[src/rtl/wb_slave_splitter.sv]
// Single-master, multi-slave pipelined Wishbone address splitter.
// Routes each request to the lowest-indexed matching slave, keeps the bus locked
// to one slave while responses are pending, and turns unmapped addresses and
// silent slaves into bus errors with a captured fault address.
module wb_slave_splitter #(
    parameter int unsigned        NS         = 6,
    parameter logic [NS*32-1:0]   SLAVE_ADDR = {NS{32'h0}},
    parameter logic [NS*32-1:0]   SLAVE_MASK = {NS{32'h0}},
    parameter int unsigned        MAX_OUT    = 4,
    parameter int unsigned        TIMEOUT    = 1024
) (
    input  logic                wb_clk_i,
    input  logic                wb_rst_i,
    input  logic                wbm_cyc_i,
    input  logic                wbm_stb_i,
    input  logic                wbm_we_i,
    input  logic [31:0]         wbm_adr_i,
    input  logic [31:0]         wbm_dat_i,
    input  logic [3:0]          wbm_sel_i,
    output logic                wbm_ack_o,
    output logic                wbm_err_o,
    output logic                wbm_stall_o,
    output logic [31:0]         wbm_dat_o,
    output logic [NS-1:0]       wbs_cyc_o,
    output logic [NS-1:0]       wbs_stb_o,
    output logic                wbs_we_o,
    output logic [31:0]         wbs_adr_o,
    output logic [31:0]         wbs_dat_o,
    output logic [3:0]          wbs_sel_o,
    input  logic [NS-1:0]       wbs_ack_i,
    input  logic [NS-1:0]       wbs_err_i,
    input  logic [NS-1:0]       wbs_stall_i,
    input  logic [NS*32-1:0]    wbs_dat_i,
    output logic                fault_o,
    output logic [31:0]         fault_adr_o
);

    localparam int unsigned IW    = (NS > 1) ? $clog2(NS) : 1;
    localparam int unsigned CW    = $clog2(MAX_OUT + 1);
    localparam int unsigned TW    = (TIMEOUT > 1) ? $clog2(TIMEOUT) : 1;
    localparam bit          TO_EN = (TIMEOUT != 0);
    localparam logic [TW-1:0] TO_LAST = TW'((TIMEOUT > 0) ? (TIMEOUT - 1) : 0);

    typedef enum logic [1:0] {
        ST_IDLE     = 2'd0,
        ST_ACTIVE   = 2'd1,
        ST_MISS_ERR = 2'd2
    } state_t;

    state_t          state;
    logic [IW-1:0]   cur;
    logic [CW-1:0]   out_cnt;
    logic [TW-1:0]   timer;
    logic [31:0]     last_adr;

    logic [NS-1:0]   hit;
    logic [IW-1:0]   idx;
    logic            miss;
    logic            is_active;
    logic            is_miss;
    logic            req;
    logic            full;
    logic            timeout_now;
    logic            int_stall;
    logic [IW-1:0]   target;
    logic            tgt_stall;
    logic            slv_stall;
    logic            accept;
    logic            acc_hit;
    logic            acc_miss;
    logic            cur_ack;
    logic            cur_err;
    logic            cur_rsp;
    logic [31:0]     cur_dat;
    logic            run;

    // Address decode: per-slave match and lowest-index priority select
    always_comb begin
        hit = '0;
        idx = '0;
        for (int i = 0; i < int'(NS); i++) begin
            hit[i] = ((wbm_adr_i ^ SLAVE_ADDR[32*i +: 32]) & SLAVE_MASK[32*i +: 32]) == 32'h0;
        end
        for (int i = int'(NS) - 1; i >= 0; i--) begin
            if (hit[i]) idx = IW'(i);
        end
        miss = ~|hit;
    end

    // Select the locked slave's response and the target slave's stall
    always_comb begin
        cur_ack   = 1'b0;
        cur_err   = 1'b0;
        cur_dat   = 32'h0;
        tgt_stall = 1'b0;
        target    = is_active ? cur : idx;
        for (int i = 0; i < int'(NS); i++) begin
            if (cur == IW'(i)) begin
                cur_ack = wbs_ack_i[i];
                cur_err = wbs_err_i[i];
                cur_dat = wbs_dat_i[32*i +: 32];
            end
            if (target == IW'(i)) tgt_stall = wbs_stall_i[i];
        end
    end

    // Handshake qualification: stall sources and request acceptance
    always_comb begin
        run         = ~wb_rst_i;
        is_active   = (state == ST_ACTIVE);
        is_miss     = (state == ST_MISS_ERR);
        req         = wbm_cyc_i & wbm_stb_i;
        full        = (out_cnt == CW'(MAX_OUT));
        timeout_now = TO_EN & is_active & (timer == TO_LAST);
        // A request arriving in the timeout cycle is held off; its slave cyc is being dropped.
        int_stall   = is_miss | full | (is_active & (miss | (idx != cur))) | timeout_now;
        slv_stall   = ~miss & tgt_stall;
        accept      = req & ~int_stall & ~slv_stall;
        acc_hit     = accept & ~miss;
        acc_miss    = accept & miss;
        cur_rsp     = is_active & (cur_ack | cur_err);
    end

    // Master-side response and slave-side request fan-out, all quiet during reset
    always_comb begin
        wbm_ack_o   = run & wbm_cyc_i & is_active & cur_ack;
        wbm_err_o   = run & wbm_cyc_i & ((is_active & cur_err) | is_miss | timeout_now);
        wbm_stall_o = run & req & (int_stall | slv_stall);
        wbm_dat_o   = (run & is_active) ? cur_dat : 32'h0;
        wbs_we_o    = run & wbm_we_i;
        wbs_adr_o   = run ? wbm_adr_i : 32'h0;
        wbs_dat_o   = run ? wbm_dat_i : 32'h0;
        wbs_sel_o   = run ? wbm_sel_i : 4'h0;
        wbs_cyc_o   = '0;
        wbs_stb_o   = '0;
        for (int i = 0; i < int'(NS); i++) begin
            wbs_cyc_o[i] = run & wbm_cyc_i & ~timeout_now &
                           (is_active ? (cur == IW'(i)) : (wbm_stb_i & ~miss & (idx == IW'(i))));
            wbs_stb_o[i] = wbs_cyc_o[i] & wbm_stb_i & ~int_stall;
        end
    end

    // Control FSM: outstanding count, slave lock, timeout timer and fault capture
    always_ff @(posedge wb_clk_i or posedge wb_rst_i) begin
        if (wb_rst_i) begin
            state       <= ST_IDLE;
            cur         <= '0;
            out_cnt     <= '0;
            timer       <= '0;
            last_adr    <= 32'h0;
            fault_o     <= 1'b0;
            fault_adr_o <= 32'h0;
        end else begin
            fault_o <= 1'b0;
            if (!wbm_cyc_i) begin
                state   <= ST_IDLE;
                out_cnt <= '0;
                timer   <= '0;
            end else if (timeout_now) begin
                state       <= ST_IDLE;
                out_cnt     <= '0;
                timer       <= '0;
                fault_o     <= 1'b1;
                fault_adr_o <= last_adr;
            end else begin
                case (state)
                    ST_IDLE: begin
                        timer <= '0;
                        if (acc_hit) begin
                            state    <= ST_ACTIVE;
                            cur      <= idx;
                            out_cnt  <= CW'(1);
                            last_adr <= wbm_adr_i;
                        end else if (acc_miss) begin
                            // Error is reported in the following cycle, with the fault already latched
                            state       <= ST_MISS_ERR;
                            fault_o     <= 1'b1;
                            fault_adr_o <= wbm_adr_i;
                        end
                    end
                    ST_ACTIVE: begin
                        if (acc_hit) last_adr <= wbm_adr_i;
                        if (acc_hit && !cur_rsp) begin
                            out_cnt <= out_cnt + CW'(1);
                        end else if (!acc_hit && cur_rsp) begin
                            out_cnt <= out_cnt - CW'(1);
                            if (out_cnt == CW'(1)) state <= ST_IDLE;
                        end
                        timer <= (acc_hit || cur_rsp) ? '0 : timer + TW'(1);
                    end
                    ST_MISS_ERR: begin
                        state <= ST_IDLE;
                        timer <= '0;
                    end
                    default: begin
                        state <= ST_IDLE;
                    end
                endcase
            end
        end
    end

endmodule

[config.mk]
export PLATFORM = sky130hd
export DESIGN_NAME = wb_slave_splitter
export DESIGN_NICKNAME = d
export VERILOG_FILES = /design/src/rtl/wb_slave_splitter.sv
export SDC_FILE = /design/constraint.sdc
export NUM_CORES = 1
export LEC_CHECK = 0
export ABC_AREA = 1
export BUFFER_PORTS_ARGS = -buffer_cell sky130_fd_sc_hd__buf_2
export CORE_AREA = 2 2 167 169
export CTS_CLUSTER_DIAMETER = 40
export DETAILED_ROUTE_END_ITERATION = 8
export DIE_AREA = 0 0 169 171
export GPL_ROUTABILITY_DRIVEN = 1
export PLACE_DENSITY = 0.47
export SKIP_CTS_REPAIR_TIMING = 1
export SKIP_LAST_GASP = 1
export SLEW_MARGIN = 15
export SYNTH_ARGS = -nofsm -noshare
export SYNTH_HDL_FRONTEND = slang
export SYNTH_SLANG_ARGS = --single-unit
[constraint.sdc]
create_clock -name wb_clk_i -period 3.3 [get_ports wb_clk_i]
set_clock_uncertainty 0.1 [all_clocks]
set_input_delay 0.33 -clock wb_clk_i [delete_from_list [all_inputs] [get_ports wb_clk_i]]
set_output_delay 0.33 -clock wb_clk_i [all_outputs]
set_load 0.01 [all_outputs]
==> impl_summary.txt, run 1 <==
----------------------------------------------------
[CTS]
  H-tree level count ... 3
  Clk slew on worst S/H paths ... 60 ps
  TritonCTS buffer count ... 9
  Clock latency reported for the late side of the worst-skew pair ... 340 ps
  Clk buf depth ... 2
  CTS Root Cell ... sky130_fd_sc_hd__clkbuf_16
  Clock tree from TritonCTS ... done
  Sinks on the clock net ... 79

[Cells and area]
  Number of nets in the layout ... 1109
  Count of fill cells added during filler insertion ... 3066
  Leading cell type in the layout, fill and taps excluded ... sky130_fd_sc_hd__buf_2
  Commonest non-fill, non-tap cells in the layout ... sky130_fd_sc_hd__buf_2 (246), sky130_fd_sc_hd__nand2_1 (153), sky130_fd_sc_hd__nor2_1 (121)
  Number of inserted diodes ... 0
  Post-route design area ... 6040 um^2
  Layout overhead on the synthesized area ... 43.8%
  Area occupied by multi-input gates ... 1600 um^2
  Total area of sequential cells ... 1980 um^2
  Layout cells sized above 1 ... 34.2%

[Timing]
  Final setup fails ... 0
  Fin crit period ... 2340 ps
  Final hold slack ... 3.64 ps
  Max Slew Vio Count ... 0
  Worst setup margin ... 960 ps
  Setup Total Neg Slack ... 0 ps
  Final-report hold violation count ... 0
  Period utilization ... 70.9%
  RSZ-0062 raised after global routing ... no
  Maximum frequency from static timing analysis ... 427 MHz
  Slew Limit Headroom ... 42.9%
  Worst Tran Pin Value ... 856 ps

[Power]
  Worst voltage drop across the vdd grid ... 0.000247 V
  Tot Pwr ... 2.89 mW
  Static leakage ... 3.82 nW
  Power density over cell area ... 479 nW/um^2

[Floorplan]
  Initial Util ... 15.4%
  Area enclosed by the die boundary ... 28900 um^2
  Number of standard-cell rows in the floorplan ... 61
  Height of the chip ... 171 um
  I/O pin total ... 432
  Die X-Extent ... 169 um
  Core region area ... 27300 um^2

[Setup path]
  Startpoint type of the worst setup path ... register
  Type of the worst setup path ... reg2out
  Max Fanout on Critical Path ... 32
  Required time of the worst setup path ... 2870 ps
  Critical path data arrival time ... 1910 ps
  Element type at the critical path end ... output pin

[Yosys]
  Number of flip-flops and latches in the synthesized netlist ... 79
  Post-synthesis instance area ... 4200 um^2
  Synth unique cells ... 29
  Cell types with the largest area share after synthesis ... sky130_fd_sc_hd__dfrtp_1 (47%), sky130_fd_sc_hd__nand2_1 (14%), sky130_fd_sc_hd__inv_1 (11%), sky130_fd_sc_hd__nor2_1 (11%), sky130_fd_sc_hd__o21ai_0 (2.7%)
  Synthesized instance count ... 585
  Most area-hungry cell type in the Yosys netlist ... sky130_fd_sc_hd__dfrtp_1
  Proportion of netlist area held by the largest area contributor ... 47.1%
  Mean area per synthesized cell ... 7.18 um^2
  Sequential-to-total area share from yosys stat ... 47.1%
  Yosys warns ... 0

[GRT]
  GR Util All Layers ... 8.50%
  First-pass GRT wire length ... 18.9 mm
  Maximum number of pins on one net before global-route repair ... 67
  Antenna violations before repair ... 0
  Total global routing overflow ... 0
  Via count of the first global-routing pass ... 3634

[Detailed routing]
  DR vias ... 4116
  Number of remaining DRC errors ... 0
  Detailed Routing Iterations Pass 1 ... 4
  DRC violation total after the first TritonRoute iteration ... 196
  Total detailed-routing wirelength ... 12.5 mm
  Average detailed-routed wire length per instance ... 10.7 um
  Number of routed nets with antenna violations ... 0
  Routed vias/inst ... 3.51

[Worst hold path]
  Class of the tightest hold or removal check ... in2async

[Status]
  Status ... finished, final reports clean

[Place]
  DP Worst Slack ... 869 ps
  Final weighted congestion in routability-driven placement ... 0.765
  DP HPWL ... 9.43 mm
  Area after DPL ... 5740 um^2
  Count of port buffers added during placement ... 246

[Run]
  Max Cap Viol ... 0

----------------------------------------------------
layer usage:
metal / wire, um / share of wire, % / track usage, %
met5: 0 / 0 / 0
met4: 145 / 1.2 / 2.71
met3: 881 / 7.1 / 2.24
met2: 5820 / 47 / 14.4
met1: 5630 / 45 / 10.5
cell type report:
cell class / instances / share of cell area, %
flip-flops and latches: 79 / 32.7
multi-input cells: 356 / 26.5
repair buffers: 250 / 20.9
inverters: 125 / 7.79
well taps: 346 / 7.17
clock buffers: 10 / 3.96
clock inverters: 5 / 0.974
kinds of logic after synthesis:
family	count (synthesis)	share of synthesized area [%]
AOI/OAI and AO/OA	43	5.54
xor gates and xnor gates	7	1.46
adders and majority gates	5	1.49
buffers and inverters	159	15.7
DFF	79	47.1
other	1	0.0893
and+or+nand+nor	291	28.7
worst max-delay path, stage by stage, from the launching register on:
cell	delay, ps
sky130_fd_sc_hd__dfrtp_1	450
sky130_fd_sc_hd__inv_1	140
sky130_fd_sc_hd__nor2_1	50
sky130_fd_sc_hd__inv_1	630
sky130_fd_sc_hd__nor2_1	110
sky130_fd_sc_hd__buf_2	180
report_power, final:
part / total (mW) / internal [mW] / switching, mW
Combinational: 0.677 / 0.268 / 0.408
Sequential: 1.20 / 1.12 / 0.0879
Clock: 1.01 / 0.602 / 0.410
synth_stat cells:
library cell and count:
sky130_fd_sc_hd__buf_2 4, sky130_fd_sc_hd__xor2_1 5, sky130_fd_sc_hd__o21bai_1 1, sky130_fd_sc_hd__nand3_4 1, sky130_fd_sc_hd__inv_2 4, sky130_fd_sc_hd__nand2_2 1, sky130_fd_sc_hd__nor3b_2 2, sky130_fd_sc_hd__conb_1 1
sky130_fd_sc_hd__dfrtp_1 79, sky130_fd_sc_hd__a211oi_1 1, sky130_fd_sc_hd__nand2_1 153, sky130_fd_sc_hd__ha_1 5, sky130_fd_sc_hd__o21ai_1 11, sky130_fd_sc_hd__xnor2_1 2, sky130_fd_sc_hd__buf_4 13, sky130_fd_sc_hd__clkbuf_1 16
sky130_fd_sc_hd__inv_1 121, sky130_fd_sc_hd__nor3_2 1, sky130_fd_sc_hd__nand4_4 2, sky130_fd_sc_hd__nor2_4 3, sky130_fd_sc_hd__nor2_1 121, sky130_fd_sc_hd__buf_6 1, sky130_fd_sc_hd__nand3_1 6, sky130_fd_sc_hd__o21ai_0 23
sky130_fd_sc_hd__o21a_1 1, sky130_fd_sc_hd__a211oi_2 1, sky130_fd_sc_hd__o211ai_1 1, sky130_fd_sc_hd__a21oi_1 4, sky130_fd_sc_hd__nand3_2 1
metrics by stage:
stage               instances  utilization [%]
finish                   1171             22.1
detailed placement       1156             21.0
floorplan                 594                -
global route             1171             22.1
CTS                      1171             22.1
global placement         1156             21.0
registers in the layout, indices dropped and copies added (netlist names):
register	count
fault_adr_o	32
fault_o	1
last_adr	32
out_cnt	3
state	1
timer	10
path summary, 6_finish.rpt:
path	from	end	slack (ps)	depth (start not counted)
worst max register to register	timer[0]	timer[7]	960	8
worst min-delay path	wb_rst_i	out_cnt[0]	4	2
worst min register to register	timer[0]	timer[0]	360	1
min in group wb_clk_i	wbm_adr_i[27]	last_adr[27]	150	3
max in group asynchronous	wb_rst_i	last_adr[31]	2000	3
worst max-delay path	state[0]	wbm_dat_o[25]	960	5
Note: power is estimated with default switching activity, not from simulation.
==> run 2, diff against run 1 <==
PLACE_DENSITY = 0.48   (was 0.47)
clock period = 1.9 ns   (was 3.3 ns; I/O delays follow)
==> run 2 against run 1 <==
  * The run now ends with negative setup slack left
  * Largest cell class unchanged
  * Global-route usage is 0.63 points higher
  * Sequential power is 74% higher
  * Setup slack worse by 1000 ps
  * Critical path type unchanged
  * Non-clock buffer count is 29 higher
  * Clock power is 72% higher
  * Clock-buffer cell count stayed put
==> impl_summary.txt, run 2 (same netlist as run 1, synthesis figures left out) <==
----------------------------------------------------
[Status]
  Status ... finished with violations
  Failing checks ... negative setup slack

[Power]
  Power density over cell area ... 797 nW/um^2
  Worst voltage drop across the vdd grid ... 0.000381 V
  Static leakage ... 4.07 nW

[Cells and area]
  Leading cell type in the layout, fill and taps excluded ... sky130_fd_sc_hd__buf_2
  Registers with the most flip-flops ... fault_adr_o: 32 flops, last_adr: 32 flops, timer: 10 flops
  Number of inserted diodes ... 0
  Number of nets in the layout ... 1138
  Post-Route Utilization ... 24.0%
  Layout overhead on the synthesized area ... 56.4%
  Post-route design area ... 6570 um^2
  Layout cells sized above 1 ... 38.5%
  Commonest non-fill, non-tap cells in the layout ... sky130_fd_sc_hd__buf_2 (245), sky130_fd_sc_hd__nand2_1 (145), sky130_fd_sc_hd__nor2_1 (119)

[Detailed routing]
  Average detailed-routed wire length per instance ... 12.7 um
  Total met3 wirelength after detailed routing ... 950 um
  Number of remaining DRC errors ... 0
  Total detailed-routing wirelength ... 15.2 mm
  Detailed Routing Iterations Pass 1 ... 4
  DRC violation total after the first TritonRoute iteration ... 217
  Highest routed layer ... met4
  Number of routed nets with antenna violations ... 0
  Routed vias/inst ... 3.58
  Met2 WL post-DR ... 7.45 mm
  Met1 Wirelength ... 6.58 mm
  DR vias ... 4296

[GRT]
  Antenna violations before repair ... 1
  First-pass GRT wire length ... 20.0 mm
  Total global routing overflow ... 0
  GR Util All Layers ... 9.13%
  Via count of the first global-routing pass ... 3893
  Maximum number of pins on one net before global-route repair ... 61

[Timing]
  Setup Total Neg Slack ... -163 ps
  Worst Tran Pin Value ... 653 ps
  Fin crit period ... 1990 ps
  Period utilization ... 105%
  Max Slew Vio Count ... 0
  Final-report hold violation count ... 0
  Worst setup margin ... -88.4 ps
  Maximum frequency from static timing analysis ... 503 MHz
  Slew Limit Headroom ... 56.5%
  Final setup fails ... 4
  RSZ-0062 raised after global routing ... yes

[Place]
  Area after DPL ... 5910 um^2
  Count of port buffers added during placement ... 246
  DP HPWL ... 9.95 mm
  Final weighted congestion in routability-driven placement ... 0.777
  DP Worst Slack ... -88.1 ps

[CTS]
  H-tree level count ... 3
  Clk buf depth ... 2
  TritonCTS buffer count ... 9
  Clock latency reported for the late side of the worst-skew pair ... 340 ps
  Sinks on the clock net ... 79
  Clock tree from TritonCTS ... done
  Clk slew on worst S/H paths ... 70 ps
  CTS Root Cell ... sky130_fd_sc_hd__clkbuf_16

[Floorplan]
  Height of the chip ... 171 um
  Die X-Extent ... 169 um
  Area enclosed by the die boundary ... 28900 um^2
  Core region area ... 27300 um^2
  Number of standard-cell rows in the floorplan ... 61
  Initial Util ... 15.4%
  I/O pin total ... 432

[Setup path]
  Max Fanout on Critical Path ... 3
  Most Frequent Cell on Critical Path ... sky130_fd_sc_hd__buf_6
  Required time of the worst setup path ... 1610 ps
  Master of the slowest instance on the critical path ... sky130_fd_sc_hd__dfrtp_1
  Startpoint type of the worst setup path ... register
  Combined buffer and inverter count along the critical path ... 4
  Dominant delay contributor by cell family on the critical path ... buffers and inverters
  Element type at the critical path end ... output pin
  Max stage delay on crit path ... 360 ps
  Type of the worst setup path ... reg2out
  Critical path data arrival time ... 1700 ps
  Cell chain of the critical path ... ha_2 -> nand2_2 -> nor2_4 -> nand4_4 -> buf_6 -> buf_6 -> inv_4 -> a21oi_4 -> buf_2
  Setup slack of the worst register-to-register path ... 50 ps

[Run]
  Max Cap Viol ... 0

[Worst hold path]
  Class of the tightest hold or removal check ... in2reg

----------------------------------------------------
run 2: final timing paths:
check / to / depth (start not counted) / start
setup / recovery: wbs_cyc_o[0] / 9 / timer[0]
hold / removal: last_adr[27] / 3 / wbm_adr_i[27]
setup reg to reg: timer[7] / 9 / timer[0]
hold reg to reg: fault_adr_o[9] / 2 / fault_adr_o[9]
max in group asynchronous: state[0] / 4 / wb_rst_i
min in group asynchronous: fault_adr_o[25] / 4 / wb_rst_i
run 2: layer usage:
| layer | global-route usage [%] | vias up |
|---|---|---|
| li1 | - | 2201 |
| met1 | 10.9 | 1883 |
| met2 | 16.1 | 199 |
| met3 | 1.57 | 13 |
| met4 | 4.01 | 0 |
| met5 | 0 | - |
run 2: per-stage QoR:
step / hold slack (ps) / instances / power [mW]
2_1_floorplan: 244 / 594 / 2.91
3_3_place_gp: 350 / 1170 / 3.41
6_report: 4.79 / 1201 / 5.23
3_5_place_dp: 353 / 1170 / 3.43
4_1_cts: -7.70 / 1186 / 5.22
5_1_grt: 6.25 / 1201 / 5.62
run 2: final cells by class:
class | instances | area (um^2)
Multi-Input combinational cell | 356 | 1670
Inverter | 125 | 478
Timing Repair Buffer | 279 | 1720
Clock buffer | 10 | 229
Clock inverter | 6 | 61.3
Sequential cell | 79 | 1980
Fill cell | 3053 | 20800
Tap cell | 346 | 433
run 2: tightest hold or removal path: stages:
cell,delay [ps]
sky130_fd_sc_hd__buf_2,90
sky130_fd_sc_hd__inv_1,60
sky130_fd_sc_hd__o21ai_1,70
run 2: power by group:
part / switching (mW) / internal, mW
logic: 0.809 / 0.595
registers: 0.148 / 1.94
clock network: 0.727 / 1.01
total: 1.68 / 3.55
